File: src/rtl/uart_tx_sched_pkg.sv
// Shared definitions for the round-robin UART transmit scheduler.
package uart_tx_sched_pkg;

  typedef enum logic [1:0] {
    IDLE      = 2'd0,
    START     = 2'd1,
    WAIT_DONE = 2'd2
  } state_e;

  localparam int DEFAULT_DW      = 8;
  localparam int DEFAULT_TIMEOUT = 65535;

endpackage

File: src/rtl/uart_tx_sched_rr_arbiter.sv
// Combinational round-robin picker: first set request at or above ptr_i, wrapping.
module rr_arbiter
  import uart_tx_sched_pkg::*;
#(
  parameter int N_REQ = 4
) (
  input  logic [N_REQ-1:0]         req_i,
  input  logic [$clog2(N_REQ)-1:0] ptr_i,
  output logic [N_REQ-1:0]         gnt_o,
  output logic [$clog2(N_REQ)-1:0] gnt_idx_o,
  output logic                     any_o
);

  localparam int IW = $clog2(N_REQ);

  logic [IW-1:0] idx;

  // Scan from the farthest offset down so the nearest set bit wins last.
  always_comb begin
    gnt_o     = '0;
    gnt_idx_o = '0;
    any_o     = 1'b0;
    idx       = '0;
    for (int i = N_REQ - 1; i >= 0; i--) begin
      idx = IW'((int'(ptr_i) + i) % N_REQ);
      if (req_i[idx]) begin
        gnt_o      = '0;
        gnt_o[idx] = 1'b1;
        gnt_idx_o  = idx;
        any_o      = 1'b1;
      end
    end
  end

endmodule

File: src/rtl/uart_tx_sched.sv
// Shares one UART transmitter between N_REQ byte producers in round-robin order,
// with a saturating timeout that abandons a transfer the TX engine never completes.
module uart_tx_sched
  import uart_tx_sched_pkg::*;
#(
  parameter int N_REQ   = 4,
  parameter int DW      = DEFAULT_DW,
  parameter int TIMEOUT = DEFAULT_TIMEOUT
) (
  input  logic                     clk,
  input  logic                     rst_n,
  input  logic [N_REQ-1:0]         req,
  input  logic [N_REQ*DW-1:0]      data_i,
  output logic [N_REQ-1:0]         ack,
  output logic [DW-1:0]            data_o,
  output logic                     save_o,
  output logic                     tx_start,
  input  logic                     tx_done,
  output logic [$clog2(N_REQ)-1:0] grant_id,
  output logic                     busy,
  output logic                     err_o
);

  localparam int            IW   = $clog2(N_REQ);
  localparam int            CW   = $clog2(TIMEOUT);
  localparam logic [CW-1:0] TMAX = CW'(TIMEOUT - 1);

  state_e           state_q, state_d;
  logic [IW-1:0]    rr_ptr_q, rr_ptr_d;
  logic [IW-1:0]    grant_q, grant_d;
  logic [DW-1:0]    data_q, data_d;
  logic [N_REQ-1:0] ack_q, ack_d;
  logic             save_q, save_d;
  logic             start_q, start_d;
  logic             err_q, err_d;
  logic             busy_q, busy_d;
  logic [CW-1:0]    cnt_q, cnt_d;

  logic [N_REQ-1:0] gnt;
  logic [IW-1:0]    gnt_idx;
  logic             any;
  logic             timeout_hit;

  rr_arbiter #(.N_REQ(N_REQ)) u_arb (
    .req_i     (req),
    .ptr_i     (rr_ptr_q),
    .gnt_o     (gnt),
    .gnt_idx_o (gnt_idx),
    .any_o     (any)
  );

  // A completion arriving on the last allowed cycle still counts as success.
  assign timeout_hit = (state_q == WAIT_DONE) && !tx_done && (cnt_q == TMAX);

  always_ff @(posedge clk) begin
    if (!rst_n) begin
      state_q <= IDLE;
    end else begin
      state_q <= state_d;
    end
  end

  always_comb begin
    state_d = state_q;
    case (state_q)
      IDLE:      if (any) state_d = START;
      START:     state_d = WAIT_DONE;
      WAIT_DONE: if (tx_done || timeout_hit) state_d = IDLE;
      default:   state_d = IDLE;
    endcase
  end

  always_comb begin
    ack_d    = '0;
    save_d   = 1'b0;
    start_d  = 1'b0;
    err_d    = 1'b0;
    data_d   = data_q;
    grant_d  = grant_q;
    rr_ptr_d = rr_ptr_q;
    cnt_d    = cnt_q;
    busy_d   = (state_d != IDLE);
    case (state_q)
      IDLE: begin
        if (any) begin
          ack_d   = gnt;
          save_d  = 1'b1;
          data_d  = data_i[gnt_idx*DW +: DW];
          grant_d = gnt_idx;
        end
      end
      START: begin
        start_d = 1'b1;
        cnt_d   = '0;
      end
      WAIT_DONE: begin
        if (tx_done || timeout_hit) begin
          rr_ptr_d = (grant_q == IW'(N_REQ - 1)) ? '0 : grant_q + 1'b1;
          err_d    = timeout_hit;
        end else if (cnt_q != TMAX) begin
          cnt_d = cnt_q + 1'b1;
        end
      end
      default: ;
    endcase
  end

  always_ff @(posedge clk) begin
    if (!rst_n) begin
      rr_ptr_q <= '0;
      grant_q  <= '0;
      data_q   <= '0;
      ack_q    <= '0;
      save_q   <= 1'b0;
      start_q  <= 1'b0;
      err_q    <= 1'b0;
      busy_q   <= 1'b0;
      cnt_q    <= '0;
    end else begin
      rr_ptr_q <= rr_ptr_d;
      grant_q  <= grant_d;
      data_q   <= data_d;
      ack_q    <= ack_d;
      save_q   <= save_d;
      start_q  <= start_d;
      err_q    <= err_d;
      busy_q   <= busy_d;
      cnt_q    <= cnt_d;
    end
  end

  assign ack      = ack_q;
  assign data_o   = data_q;
  assign save_o   = save_q;
  assign tx_start = start_q;
  assign grant_id = grant_q;
  assign busy     = busy_q;
  assign err_o    = err_q;

endmodule

File: config.mk
export PLATFORM = sky130hd
export DESIGN_NAME = uart_tx_sched
export DESIGN_NICKNAME = d
export VERILOG_FILES = /design/src/rtl/uart_tx_sched_pkg.sv /design/src/rtl/uart_tx_sched_rr_arbiter.sv /design/src/rtl/uart_tx_sched.sv
export SDC_FILE = /design/constraint.sdc
export NUM_CORES = 1
export LEC_CHECK = 0
export ABC_CLOCK_PERIOD_IN_PS = 3100
export BUFFER_PORTS_ARGS = -buffer_cell sky130_fd_sc_hd__buf_2
export CORE_ASPECT_RATIO = 1.25
export CORE_MARGIN = 3
export CORE_UTILIZATION = 53
export DETAILED_ROUTE_END_ITERATION = 16
export MAX_ROUTING_LAYER = met4
export PLACE_DENSITY_LB_ADDON = 0.05
export SLEW_MARGIN = 20
export SYNTH_ARGS = -nofsm -noshare
export SYNTH_HDL_FRONTEND = slang
export SYNTH_SLANG_ARGS = --single-unit
File: constraint.sdc
create_clock -name clk -period 3.1 [get_ports clk]
set_input_delay 0.31 -clock clk [delete_from_list [all_inputs] [get_ports clk]]
set_output_delay 0.31 -clock clk [all_outputs]
set_load 0.05 [all_outputs]
==> run metrics <==
R2R Setup Slk=a little under 0.4 ns; DP Worst Slack=0.403 ns; unrepaired setup endpoints after global routing=false; crit path max fanout=15; first-pass GRT wire length=8.92 mm; Fin Clk Skew=0.00812 ns; Top Family by Delay on Critical Path=multiplexers; Unique masters post-synth=51; Least-Margin Pin Slew=between 0.5 and 0.6 ns; Critical Path Stages=7; cell area power density=721 nW/um^2; Die Y=80.2 um; most common flop cell mapped by yosys=dfxtp_1; H-tree levels=2; Rows=26; WL/cell=14.0 um; post-CTS sizing=0; CP Data Required Time=roughly 3.3 ns; Post-Route Utilization=0.670; clock transition at the registers of the reported paths=around 0.080 ns; EDFF count, synth=0; worst-path cell chain=inv_1 -> ha_1 -> mux4_2 -> nor2b_4 -> nor2_2 -> mux2_4 -> o311ai_0; hold_ws=roughly 0.34 ns; largest net degree at the start of global routing=24; die area=roughly 5200 um^2; drt pass-1 iters=4; HP Class=in2reg; IO Pins=57; Synth Register Bits=38; overall via count from detail_route=approximately 2.1k; Net Count, Synth=about 310; setup TNS=0 ns; RR Startpoint=rr_ptr_q[1]; postcts setup bufs=0; ant diodes=0; Tcrit/Tclk final=0.876; GR Overflow Total=0; P&R area growth vs syn=19.7%; PnR worst setup slack=around 0.39 ns; Seq/Total Area, Yosys=0.326; clk_lat worst skew=0.29 ns; R2R depth=7; drc violations=0; HPWL Detailed=between 3 and 4 mm; Yosys warnings=0; First DRT Iteration DRCs=95; starting density of the core=0.560; WP buf/inv=1; port bufs=56; clk buf depth=2; Leak Pwr=1.13 nW; Hold Vio Cnt, Final=0; ys async rst share=0; vias per inst=around 5.6; Critical Path Sink=data_o[3]; Tot GR Track Use=0.222; CTS tree=built; final setup fails=0; drt total wl=roughly 5.2 mm; Root Driver=clkbuf_8; CTS Hold Bufs=0; clock sinks=38; crit path from=rr_ptr_q[1]; critical path capture point type=register; Fillers=397; crit-path max cell delay=between 0.4 and 0.5 ns; status=finished clean; critical path arrival=roughly 2.9 ns; Slowest-stage cell, CP=ha_1; Setup CP Type=reg2reg; shortest period the worst path allows=about 2.7 ns; Num CTS Buffers=5; share of cells above drive strength 1=0.252; Peak VDD IR=0.000412 V; syn avg cell area=about 9 um^2; Final GP Congestion=approximately 0.86; Max-cap violations=0; mapped cell area=between 2000 and 2500 um^2; Critical Path Start Type=register; Antenna Nets Post-Route=0; Max Slew Vio Count=0; die span in x=65.3 um; post-synthesis cell count=259; Rel. slew slack=0.638; via count of the first global-routing pass=2032; initial antenna violation count=0; # nets final=370; core area=between 4000 and 5000 um^2; maximum clock rate=around 370 MHz; worst reg2reg path endpoint=data_o[3]
==> tightest hold or removal path: cells and delay by family <==
kind	cells	cell delay [ns]
AO/OA/AOI/OAI	2	0.20
buffers and inverters	1	0.07
==> flip-flops by register name, summed over array words and instances (netlist names) <==
signal    flops
ack           4
rr_ptr_q      2
save_o        1
data_o        8
err_o         1
tx_start      1
cnt_q        16
busy          1
grant_id      2
state_q       2
==> per-layer routing <==
metal  share of wire  up-vias  track usage
li1                -     1067            -
met1            0.40      962        0.234
met2            0.54       47        0.411
met3           0.043        8       0.0392
met4           0.016        0       0.0768
met5               0        -            -
==> cells in the mapped netlist, drive strengths merged, types with 5 or more instances <==
library cell | count | area (um^2)
nand2 | 17 | 63.8
clkbuf | 5 | 18.8
xnor2 | 6 | 52.6
o2111ai | 7 | 61.3
buf | 6 | 63.8
nor3 | 5 | 25.0
inv | 9 | 33.8
nand3 | 16 | 80.1
nand2b | 9 | 56.3
o21ai | 14 | 70.1
o311ai | 8 | 85.1
a21oi | 13 | 65.1
ha | 15 | 188
nor2 | 25 | 96.4
xor2 | 6 | 52.6
dfxtp | 38 | 761
mux2i | 14 | 153
==> per-stage QoR <==
stage          instance area (um^2)  power [mW]  std cells
2_1_floorplan                  2330        1.30        259
4_1_cts                        2790        2.03        373
3_3_place_gp                   2650        1.49        365
5_1_grt                        2790        2.14        373
3_5_place_dp                   2650        1.51        365
6_report                       2790        2.01        373
==> cells in the final DEF (no fill, tap or decap), types with 7 or more instances in the layout <==
master,synthesis,final
dfxtp_1,38,38
nor2_1,24,24
o21ai_0,13,13
mux2i_1,13,13
ha_1,15,15
o2111ai_1,7,7
nand2_1,17,17
nand3_1,16,16
nand2b_1,9,9
a21oi_1,13,13
inv_1,9,9
buf_2,0,56
==> report_power, final <==
part / leakage (nW) / switching [mW] / internal, mW
logic: 0.746 / 0.605 / 0.263
clock network: 0.0714 / 0.172 / 0.343
registers: 0.310 / 0.0501 / 0.580
total: 1.13 / 0.827 / 1.19
==> layout make-up <==
class / instances / area, um^2 / area share
clock buffers: 6 / 82.6 / 0.0296
well taps: 56 / 70.1 / 0.0251
clock inverters: 2 / 60.1 / 0.0215
flip-flops and latches: 38 / 761 / 0.273
inverters: 10 / 37.5 / 0.0134
multi-input cells: 200 / 1460 / 0.524
repair buffers: 61 / 318 / 0.114
==> cells by family (layout without fill, tap and decap cells) <==
group,Yosys count,count (layout),synth area share
multiplexers,18,18,0.0960
XOR/XNOR,12,12,0.0451
adder cells (fa/ha/maj),15,15,0.0805
AO/OA/AOI/OAI,60,60,0.192
flip-flops,38,38,0.326
buffers and inverters,21,79,0.0515
AND/OR/NAND/NOR,95,95,0.209
==> how the worst min path moves through the flow <==
stage | startpoint | end | depth (start not counted)
floorplan | cnt_q[15] | cnt_q[15] | 2
global placement | cnt_q[13] | cnt_q[13] | 2
detailed placement | data_o[1] | data_o[1] | 2
CTS | data_i[4] | data_o[4] | 3
global route | tx_done | err_o | 2
finish | data_i[3] | data_o[3] | 3
(Power assumes the default switching activity.)
